`config.mk`:
```
export PLATFORM = sky130hd
export DESIGN_NAME = pipe_rr_scheduler
export DESIGN_NICKNAME = d
export VERILOG_FILES = /design/src/rtl/pipe_rr_scheduler.sv
export SDC_FILE = /design/constraint.sdc
export NUM_CORES = 1
export LEC_CHECK = 0
export CAP_MARGIN = 20
export CORE_AREA = 2 2 69 71
export CTS_BUF_LIST = sky130_fd_sc_hd__clkbuf_2
export DETAILED_ROUTE_END_ITERATION = 8
export DIE_AREA = 0 0 71 73
export DONT_BUFFER_PORTS = 1
export PLACE_DENSITY = 0.54
export SLEW_MARGIN = 30
export SYNTH_ARGS = -nofsm -noshare
export SYNTH_HDL_FRONTEND = slang
export SYNTH_SLANG_ARGS = --single-unit
export TNS_END_PERCENT = 1
```
`constraint.sdc`:
```
create_clock -name aclk -period 4.08 [get_ports aclk]
set_input_delay 0.816 -clock aclk [delete_from_list [all_inputs] [get_ports aclk]]
set_output_delay 0.816 -clock aclk [all_outputs]
set_load 0.05 [all_outputs]
```
`src/rtl/pipe_rr_scheduler.sv`:
```
`default_nettype none
// ============================================================================
// Module      : pipe_rr_scheduler
// Description : Round-robin scheduler that lets N_REQ AXI-stream requesters
//               share one fixed-latency register-slice pipeline. A {valid,id}
//               tag travels beside the data so every output beat can be
//               attributed to its source. Issue is gated by credits from the
//               downstream buffer, because the pipeline has no backpressure.
// Ports       : aclk, areset      - clock, synchronous active-high reset
//               s_tvalid/s_tready - per-requester handshake (ready one-hot/0)
//               s_tdata           - packed requester data, slice i = req i
//               p_tdata, p_issue  - pipeline input data and issue strobe
//               m_tvalid, m_tid   - tag at the pipeline output
//               credit_return     - downstream freed one entry
//               credits           - current credit count
//               cred_err          - sticky credit overflow flag
//               idle              - all credits home and no tag in flight
// Revision    : 1.0 - initial release
// ============================================================================
module pipe_rr_scheduler #(
  parameter int N_REQ     = 4,
  parameter int N_STAGES  = 1,
  parameter int CREDITS   = 8,
  parameter int DATA_BITS = 32,
  parameter int ID_BITS   = $clog2(N_REQ),
  parameter int CNT_BITS  = $clog2(CREDITS + 1)
) (
  input  logic                       aclk,
  input  logic                       areset,
  input  logic [N_REQ-1:0]           s_tvalid,
  output logic [N_REQ-1:0]           s_tready,
  input  logic [N_REQ*DATA_BITS-1:0] s_tdata,
  output logic [DATA_BITS-1:0]       p_tdata,
  output logic                       p_issue,
  output logic                       m_tvalid,
  output logic [ID_BITS-1:0]         m_tid,
  input  logic                       credit_return,
  output logic [CNT_BITS-1:0]        credits,
  output logic                       cred_err,
  output logic                       idle
);

  localparam logic [CNT_BITS-1:0] CRED_MAX = CNT_BITS'(CREDITS);
  localparam logic [ID_BITS-1:0]  LAST_ID  = ID_BITS'(N_REQ - 1);

  logic [ID_BITS-1:0]  rr_ptr_q, rr_ptr_d;
  logic [CNT_BITS-1:0] cnt_q, cnt_d;
  logic                err_q, err_d;
  logic [N_STAGES-1:0] tag_vld_q;
  logic [ID_BITS-1:0]  tag_id_q [N_STAGES];

  logic                found_w;
  logic [ID_BITS-1:0]  gnt_w;
  logic [ID_BITS-1:0]  idx_w;

  // Rotating priority search: start at rr_ptr and wrap modulo N_REQ.
  always_comb begin
    found_w = 1'b0;
    gnt_w   = '0;
    idx_w   = '0;
    for (int k = 0; k < N_REQ; k++) begin
      idx_w = ID_BITS'((int'(rr_ptr_q) + k) % N_REQ);
      if (!found_w && s_tvalid[idx_w]) begin
        found_w = 1'b1;
        gnt_w   = idx_w;
      end
    end
  end

  always_comb begin
    s_tready = '0;
    if (found_w && (cnt_q != '0) && !areset) begin
      s_tready = N_REQ'(1) << gnt_w;
    end
  end

  assign p_issue = |(s_tvalid & s_tready);
  assign p_tdata = found_w ? s_tdata[int'(gnt_w)*DATA_BITS +: DATA_BITS] : '0;

  always_comb begin
    rr_ptr_d = rr_ptr_q;
    if (p_issue) begin
      rr_ptr_d = (gnt_w == LAST_ID) ? '0 : gnt_w + 1'b1;
    end
  end

  // Simultaneous issue and return cancel out. A return with every credit
  // already home means the downstream buffer miscounted: flag it and hold.
  always_comb begin
    cnt_d = cnt_q;
    err_d = err_q;
    if (p_issue && !credit_return) begin
      cnt_d = cnt_q - 1'b1;
    end else if (!p_issue && credit_return) begin
      if (cnt_q == CRED_MAX) begin
        err_d = 1'b1;
      end else begin
        cnt_d = cnt_q + 1'b1;
      end
    end
  end

  always_ff @(posedge aclk) begin
    if (areset) begin
      rr_ptr_q <= '0;
      cnt_q    <= CRED_MAX;
      err_q    <= 1'b0;
    end else begin
      rr_ptr_q <= rr_ptr_d;
      cnt_q    <= cnt_d;
      err_q    <= err_d;
    end
  end

  // Tag shift register mirrors the data pipeline stage-for-stage. The id is
  // zeroed for empty slots so m_tid reads 0 whenever m_tvalid is low.
  always_ff @(posedge aclk) begin
    if (areset) begin
      tag_vld_q <= '0;
      for (int s = 0; s < N_STAGES; s++) begin
        tag_id_q[s] <= '0;
      end
    end else begin
      tag_vld_q[0] <= p_issue;
      tag_id_q[0]  <= p_issue ? gnt_w : '0;
      for (int s = 1; s < N_STAGES; s++) begin
        tag_vld_q[s] <= tag_vld_q[s-1];
        tag_id_q[s]  <= tag_id_q[s-1];
      end
    end
  end

  assign m_tvalid = !areset && tag_vld_q[N_STAGES-1];
  assign m_tid    = m_tvalid ? tag_id_q[N_STAGES-1] : '0;
  assign credits  = cnt_q;
  assign cred_err = err_q;
  assign idle     = (cnt_q == CRED_MAX) && !(|tag_vld_q);

endmodule
`default_nettype wire

```
==> results.json, run 1 <==
{
  "grt_pass1_vias": 1509,
  "crit_path_start_kind": "input port",
  "worst_setup_path_end_kind": "output port",
  "cpPeakStageDelay_ns": 0.56,
  "dr.first_iter.drc_count": 77,
  "cts_hold_buffers": 0,
  "cp_num_buf_inv": 2,
  "relSlewSlack": 0.498,
  "cpMaxStageDelayCell": "buf_6",
  "synth_edf_count": 0,
  "r2r-end": "credits[3]",
  "critPathMaxFanout": 66,
  "total_leakage_power_nw": 1.01,
  "wirelength_mm": 5.22,
  "worstMarginPinSlew_ns": 0.753,
  "clock_path_buffers": 2,
  "die_x_um": 71,
  "max_freq_mhz": 302,
  "cts_tree": "done",
  "gp_congestion": 0.790,
  "initial_core_util": 0.358,
  "num_antenna_cells": 0,
  "die_y_um": 73,
  "cts.clk_slew.worst_paths_ns": 0.09,
  "crit_required_ns": 3.26,
  "worstSkewPairLatency_ns": 0.28,
  "grt_usage": 0.176,
  "grt_pass1_wl_mm": 7.34,
  "synth_flop_cell": "dfxtp_1",
  "reg2reg_depth": 15,
  "dp.cells": 275,
  "ctsResizeCount": 0,
  "maxCapViolCount": 0,
  "antenna_found_initial": 0,
  "hold_violations": 0,
  "ys_seq_area_frac": 0.123,
  "finalInstanceArea_sq_um": 1940,
  "synth_top_area_share": 0.401,
  "row_count": 25,
  "ys_top_cells_by_area": "mux2i_1, dfxtp_1, o22ai_1",
  "dp_hpwl_mm": 4.22,
  "holdWs_ns": 0.585,
  "cp.arrival_ns": 2.49,
  "grt_setup_unrepaired": "false",
  "yosys_warnings": 0,
  "finalCritPeriodShare": 0.811,
  "yosysMostFrequentCell": "mux2i_1",
  "status": "completed",
  "io_buffers": 0,
  "critical_path_class": "input port to output port",
  "min_path_type": "flip-flop to flip-flop",
  "setup_viol": 0,
  "cp_top_family": "buffers and inverters",
  "r2r_start": "rr_ptr_q[0]",
  "drt-pass1-iter-count": 4,
  "async_reset_ff_frac": 0,
  "syn_to_final_growth_pct": 19.8,
  "synth_area_sq_um": 1620,
  "vias_per_cell": 5.99,
  "power.density_nw_per_um2": 879,
  "setup_tns_ns": 0,
  "peakVddDrop_uv": 354,
  "dr_total_vias": 1670,
  "synth_area_leader_cell": "mux2i_1",
  "maxSlewViolCount": 0,
  "grt.overflow.total": 0,
  "fin_nets": 367,
  "synth_nets": 336,
  "coreArea_sq_um": 4540,
  "ys_ff_latch": 10,
  "grt_start_max_net_pins": 67,
  "placed_area_sq_um": 1920,
  "min-delay-start": "rr_ptr_q[0]",
  "period_minus_slack_ns": 3.31,
  "avgSynthCellArea_sq_um": 8.32,
  "syn_inst": 195,
  "drc_errors": 0,
  "clockRootBuffer": "clkbuf_2",
  "path_cells": "nor2b_1, nor4_2, nor2_4, buf_6, mux2i_1, o22ai_1, buf_4",
  "drive_above_1_share": 0.227,
  "synth_cell_type_count": 36,
  "cts_buffers": 3,
  "die_area_sq_um": 5180,
  "post_drt_wl_per_cell_um": 18.7,
  "holdPathStages": 2,
  "finalClockSkew_ns": 0.0254,
  "r2r_setup_slack_ns": 0.91,
  "synth_common_cells": "mux2i_1, o22ai_1, nor2_1",
  "finalNonFillerCells": 279,
  "cts_setup_buffers": 0,
  "postRouteAntennaNets": 0,
  "htreeDepth": 1,
  "io-pin-count": 181,
  "min_to": "rr_ptr_q[0]",
  "cts.sinks": 10
}
[area by class of cell]
cell class              count  area [sq um]
fillers                   463          2590
multi-input cells         163          1320
repair buffers             40           304
flip-flops and latches     10           200
well taps                  54          67.6
inverters                   8          30.0
clock buffers               3          15.0
clock inverters             1          3.75
[worst register-to-register path: stages (launching register included)]
cell and delay, ns:
dfxtp_1 0.37, and2b_1 0.24, nor4b_2 0.41, nor2_4 0.06, inv_2 0.06, ha_1 0.18, nand2_1 0.06, o21ai_1 0.21
o21a_1 0.19, ha_1 0.24, ha_1 0.26, a21o_1 0.17, a21oi_1 0.18, mux2i_1 0.11, or3_1 0.32, nand3_1 0.08
[power breakdown]
group          leakage (nW)  internal (mW)  switching, mW
registers            0.0826          0.129         0.0870
clock network        0.0140         0.0213         0.0371
logic                 0.917          0.479          0.953
total                  1.01          0.629           1.08
[state kept, by name (all words and copies together), names as in the netlist]
register,cells
credits,4
rr_ptr_q,2
tag_id_q,2
cred_err,1
tag_vld_q,1
[metal layers]
layer | wire length [um] | track usage | up-vias
met5 | 0 | 0 | -
met4 | 51 | 0.0440 | 0
met3 | 475 | 0.0428 | 5
met2 | 2650 | 0.305 | 83
met1 | 2040 | 0.219 | 771
li1 | - | - | 811
[cell usage in the layout (no fill, tap or decap), types with 2 or more instances in the layout]
cell type / synthesis / routed
a21o_1: 2 / 2
a21oi_1: 4 / 4
and2_1: 3 / 3
buf_4: 0 / 39
clkbuf_2: 0 / 3
dfxtp_1: 10 / 10
ha_1: 5 / 5
inv_1: 5 / 5
inv_2: 3 / 3
mux2i_1: 65 / 65
nand2_1: 7 / 7
nor2_1: 12 / 11
nor2b_1: 6 / 6
nor4_1: 2 / 2
o21a_1: 2 / 2
o21ai_0: 2 / 2
o21ai_1: 2 / 2
o22ai_1: 32 / 32
or3_1: 2 / 2
xnor2_1: 2 / 2
[worst max path at each step]
stage          slack (ns)  cells past startpoint        start          end
2_1_floorplan        0.08                     17  s_tvalid[2]   credits[3]
3_3_place_gp         0.62                     15  s_tvalid[2]   credits[3]
3_5_place_dp         0.52                     15  s_tvalid[2]   credits[3]
4_1_cts              0.57                      7  s_tvalid[0]  p_tdata[23]
5_1_grt              0.56                     15  s_tvalid[2]   credits[3]
6_report             0.77                      7  s_tvalid[0]  p_tdata[23]
[stage by stage]
stage               utilization  power (mW)  setup slack, ns
detailed placement        0.423        1.65            0.523
floorplan                     -        1.35           0.0846
finish                    0.428        1.71            0.770
CTS                       0.427        1.71            0.570
global placement          0.423        1.65            0.615
global route              0.428        1.80            0.556
[cells by family (layout without fill, tap and decap cells)]
family	Yosys count	after routing	share of synthesized area
xor gates and xnor gates	2	2	0.0108
DFF	10	10	0.123
adders and majority gates	6	6	0.0509
and+or+nand+nor	40	40	0.138
buffers and inverters	22	52	0.0733
AOI/OAI and AO/OA	50	50	0.202
muxes	65	65	0.401
Power figures use the tool's default switching activity.
==> run 2: changes to the inputs <==
--- a/config.mk
+++ b/config.mk
@@ -11,7 +11,7 @@
 export DETAILED_ROUTE_END_ITERATION = 8
 export DIE_AREA = 0 0 71 73
 export DONT_BUFFER_PORTS = 1
-export PLACE_DENSITY = 0.54
+export PLACE_DENSITY = 0.56
 export SLEW_MARGIN = 30
 export SYNTH_ARGS = -nofsm -noshare
 export SYNTH_HDL_FRONTEND = slang
==> constraint.sdc (replaced) <==
create_clock -name aclk -period 2.9 [get_ports aclk]
set_input_delay 0.58 -clock aclk [delete_from_list [all_inputs] [get_ports aclk]]
set_output_delay 0.58 -clock aclk [all_outputs]
set_load 0.05 [all_outputs]
==> results.json, run 2 (same netlist as run 1, synthesis figures left out) <==
{
  "min_path_type": "input port to flip-flop",
  "utilization": 0.467,
  "total_leakage_power_nw": 1.08,
  "maxCapViolCount": 0,
  "dp_slack_ns": -0.0464,
  "htreeDepth": 1,
  "grt_pass1_wl_mm": 8.13,
  "vias_per_cell": 5.97,
  "initial_core_util": 0.358,
  "peakVddDrop_uv": 554,
  "row_count": 25,
  "critical_path_class": "flip-flop to output port",
  "drc_errors": 0,
  "relSlewSlack": 0.632,
  "fillers": 439,
  "grt_start_max_net_pins": 47,
  "fin_nets": 379,
  "mostFrequentLayoutCell": "mux2i_1",
  "drt-pass1-iter-count": 5,
  "cts.sinks": 10,
  "grt_usage": 0.201,
  "grt_setup_unrepaired": "true",
  "die_area_sq_um": 5180,
  "status": "completed",
  "io-pin-count": 181,
  "cts_buffers": 3,
  "fin_ws_ns": 0.104,
  "total_power_mw": 2.55,
  "crit_path_start_kind": "flip-flop",
  "clockRootBuffer": "clkbuf_2",
  "ctsResizeCount": 0,
  "holdPathStages": 1,
  "period_minus_slack_ns": 2.80,
  "setup_viol": 0,
  "top_layer": "met4",
  "drive_above_1_share": 0.297,
  "r2r_setup_slack_ns": 0.11,
  "wirelength_mm": 5.89,
  "mostFrequentLayoutCells": "mux2i_1, buf_4, o22ai_1",
  "cts_tree": "done",
  "finalClockSkew_ns": 0.00574,
  "num_antenna_cells": 0,
  "cts.clk_slew.worst_paths_ns": 0.10,
  "cts_hold_buffers": 0,
  "grt_pass1_vias": 1485,
  "dr_wl_met2_mm": 3.01,
  "multi_input_area_sq_um": 1390,
  "dr.first_iter.drc_count": 88,
  "critPathMaxFanout": 46,
  "setup_tns_ns": 0,
  "dr_total_vias": 1732,
  "hold_violations": 0,
  "coreArea_sq_um": 4540,
  "post_drt_wl_per_cell_um": 20.3,
  "die_y_um": 73,
  "cp.arrival_ns": 2.22,
  "worstMarginPinSlew_ns": 0.549,
  "cts_setup_buffers": 0,
  "finalNonFillerCells": 290,
  "syn_to_final_growth_pct": 30.7,
  "dp_hpwl_mm": 4.90,
  "regArea_sq_um": 200,
  "reg2reg_depth": 14,
  "grt.overflow.total": 0,
  "dr_wl_met3_um": 376,
  "worstSkewPairLatency_ns": 0.26,
  "postRouteAntennaNets": 0,
  "antenna_found_initial": 0,
  "maxSlewViolCount": 0,
  "finalCritPeriodShare": 0.964,
  "met1Wirelength_mm": 2.45,
  "gp_congestion": 0.772,
  "io_buffers": 0,
  "power.density_nw_per_um2": 1200,
  "crit_required_ns": 2.32,
  "max_freq_mhz": 358,
  "largest_register_ffs": 4,
  "dp.cells": 287,
  "clock_path_buffers": 2,
  "worst_setup_path_end_kind": "output port",
  "die_x_um": 71
}
## run 2: routing by layer
layer,vias to the layer above,GRT usage
met5,-,0
met4,0,0.0461
met3,5,0.0304
met2,82,0.336
met1,819,0.274
li1,826,-
## run 2: worst paths after layout
kind               startpoint          end
hold / removal         areset     cred_err
setup reg to reg  rr_ptr_q[0]   credits[3]
hold reg to reg   rr_ptr_q[0]  rr_ptr_q[0]
setup / recovery  rr_ptr_q[0]   p_tdata[7]
## run 2: per-stage QoR
step           area (sq um)  hold WS, ns
6_report               2120        0.374
5_1_grt                2120        0.363
4_1_cts                2110        0.372
3_5_place_dp           2090        0.584
3_3_place_gp           2090        0.587
2_1_floorplan          1690        0.528
## run 2: critical path, stage by stage, from the launching register on
cell and delay [ns]:
dfxtp_1 0.41, and2b_1 0.27, nor4b_4 0.31, nor2_4 0.10, buf_12 0.23, mux2i_1 0.15
o22ai_1 0.23, buf_4 0.24
## run 2: where the power goes
group / total (mW) / internal (mW) / leakage, nW / switching [mW]
sequential: 0.230 / 0.181 / 0.0826 / 0.0488
combinational: 2.24 / 0.780 / 0.988 / 1.46
clock: 0.0781 / 0.0282 / 0.0125 / 0.0499
## run 2: cell type report
type                    instances  share of cell area
repair buffers                 52               0.198
inverters                       8              0.0153
clock buffers                   3             0.00708
well taps                      54              0.0319
flip-flops and latches         10              0.0945
multi-input cells             163               0.653
==> run 3: changes to the inputs <==
--- a/config.mk
+++ b/config.mk
@@ -6,12 +6,13 @@
 export NUM_CORES = 1
 export LEC_CHECK = 0
 export CAP_MARGIN = 20
-export CORE_AREA = 2 2 69 71
+export CORE_ASPECT_RATIO = 0.6
+export CORE_MARGIN = 2
+export CORE_UTILIZATION = 40
 export CTS_BUF_LIST = sky130_fd_sc_hd__clkbuf_2
 export DETAILED_ROUTE_END_ITERATION = 8
-export DIE_AREA = 0 0 71 73
 export DONT_BUFFER_PORTS = 1
-export PLACE_DENSITY = 0.56
+export PLACE_DENSITY = 0.59
 export SLEW_MARGIN = 30
 export SYNTH_ARGS = -nofsm -noshare
 export SYNTH_HDL_FRONTEND = slang
==> results.json, run 3 (same netlist as run 1, synthesis figures left out) <==
{
  "num_antenna_cells": 0,
  "die_y_um": 53.3,
  "gp_congestion": 0.840,
  "clockRootBuffer": "clkbuf_2",
  "dr.first_iter.drc_count": 44,
  "mostFrequentLayoutCell": "mux2i_1",
  "status": "completed",
  "critical_path_class": "flip-flop to output port",
  "die_area_sq_um": 4600,
  "htreeDepth": 1,
  "setup_viol": 0,
  "drive_above_1_share": 0.356,
  "cts_buffers": 3,
  "combinationalPowerShare": 0.885,
  "grt-busiest-layer": "met2",
  "intPower_mw": 1.09,
  "postRouteAntennaNets": 0,
  "cts_tree": "done",
  "syn_to_final_growth_pct": 39.1,
  "finalInstanceArea_sq_um": 2260,
  "cp.arrival_ns": 2.19,
  "grt_pass1_vias": 1634,
  "finalClockSkew_ns": 0.00786,
  "power_frac_clock": 0.029,
  "worstSkewPairLatency_ns": 0.26,
  "wirelength_mm": 5.89,
  "cts_hold_buffers": 0,
  "die_x_um": 86.2,
  "largest_register_ffs": 4,
  "initial_core_util": 0.428,
  "row_count": 17,
  "cpMaxStageDelayCell": "nor4_2",
  "coreArea_sq_um": 3790,
  "grt.overflow.total": 0,
  "met3_usage": 0.0562,
  "io-pin-count": 181,
  "worstMarginPinSlew_ns": 0.508,
  "power.switching_mw": 1.60,
  "maxCapViolCount": 0,
  "grt_pass1_wl_mm": 8.00,
  "post_drt_wl_per_cell_um": 19.8,
  "worst_setup_path_end_kind": "output port",
  "grt_start_max_net_pins": 41,
  "drc_errors": 0,
  "dr_total_vias": 1796,
  "hold_violations": 0,
  "io_buffers": 0,
  "placed_area_sq_um": 2120,
  "min_path_type": "input port to flip-flop",
  "total_power_mw": 2.69,
  "grt_usage": 0.225,
  "setup_tns_ns": 0,
  "cts.clk_slew.worst_paths_ns": 0.11,
  "maxSlewViolCount": 0,
  "total_leakage_power_nw": 1.17,
  "max_freq_mhz": 360,
  "cts.sinks": 10,
  "clock_path_buffers": 2,
  "finalCritPeriodShare": 0.957,
  "crit_required_ns": 2.32,
  "vias_per_cell": 6.05,
  "cpMostUsedCell": "buf_4",
  "use_met2": 0.402,
  "grt_util_met1": 0.281,
  "dp_hpwl_mm": 4.81,
  "mostFrequentLayoutCells": "mux2i_1, buf_4, o22ai_1",
  "antenna_found_initial": 0,
  "period_minus_slack_ns": 2.77,
  "sw_frac_of_total": 0.596,
  "drt-pass1-iter-count": 4,
  "path_cells": "buf_4, nor2b_2, nor4_2, nor2_4, buf_12, buf_16, mux2i_1, o22ai_1, buf_4",
  "fin_nets": 393,
  "crit_path_start_kind": "flip-flop",
  "seqPwrFrac": 0.085,
  "peakVddDrop_uv": 617,
  "relSlewSlack": 0.661,
  "cpPeakStageDelay_ns": 0.41,
  "power.density_nw_per_um2": 1190,
  "grt_setup_unrepaired": "false",
  "critPathMaxFanout": 25
}
-- run 3: cell count changes in the layout (fill, tap and decap cells not counted), moves of 2 or more --
cell	change
dfxtp_1	-2
buf_16	+2
dfxtp_2	+2
buf_4	+12
-- run 3: worst max-delay path: cells and delay by family, from the launching register on --
kind / cells / cell delay (ns)
buf+inv: 4 / 0.68
compound gates: 1 / 0.19
flops: 1 / 0.34
simple gates: 3 / 0.57
mux: 1 / 0.15
-- run 3: cell type report --
class / count / area [sq um]
Sequential cell: 10 / 203
Multi-Input combinational cell: 163 / 1390
Inverter: 8 / 32.5
Fill cell: 341 / 1530
Clock buffer: 3 / 15.0
Timing Repair Buffer: 66 / 556
Tap cell: 47 / 58.8
-- run 3: power by group through the flow --
stage / sequential (mW) / combinational, mW / clock [mW]
finish: 0.230 / 2.38 / 0.0792
global route: 0.235 / 2.50 / 0.0898
CTS: 0.228 / 2.34 / 0.0829
detailed placement: 0.231 / 2.27 / 0
global placement: 0.226 / 2.21 / 0
floorplan: 0.296 / 1.64 / 0
-- run 3: timing repair --
action	in CTS	in global routing
gates cloned	1	0
setup buffers	0	6
setup endpoints to repair	25	26
resized for setup	6	7
pin swaps	1	9
-- run 3: worst paths after layout --
check / from / endpoint / slack (ns) / cells past startpoint
max: rr_ptr_q[0] / p_tdata[0] / 0.13 / 9
min: areset / credits[1] / 0.37 / 1
max reg2reg: rr_ptr_q[0] / credits[3] / 0.13 / 16
min reg2reg: rr_ptr_q[1] / rr_ptr_q[1] / 0.59 / 2
-- run 3: layer usage --
metal  up-vias  share of wire
met2        95           0.51
met1       837           0.42
met5         -              0
li1        860              -
met3         4          0.070
met4         0         0.0058
-- run 3: stage by stage --
step / std cells / hold WS, ns / utilization / setup slack, ns
global route: 297 / 0.351 / 0.596 / 0.00666
global placement: 287 / 0.621 / 0.561 / -0.00598
detailed placement: 287 / 0.647 / 0.561 / -0.0695
CTS: 291 / 0.361 / 0.578 / 0.00229
finish: 297 / 0.374 / 0.596 / 0.126
floorplan: 195 / 0.528 / - / -0.332
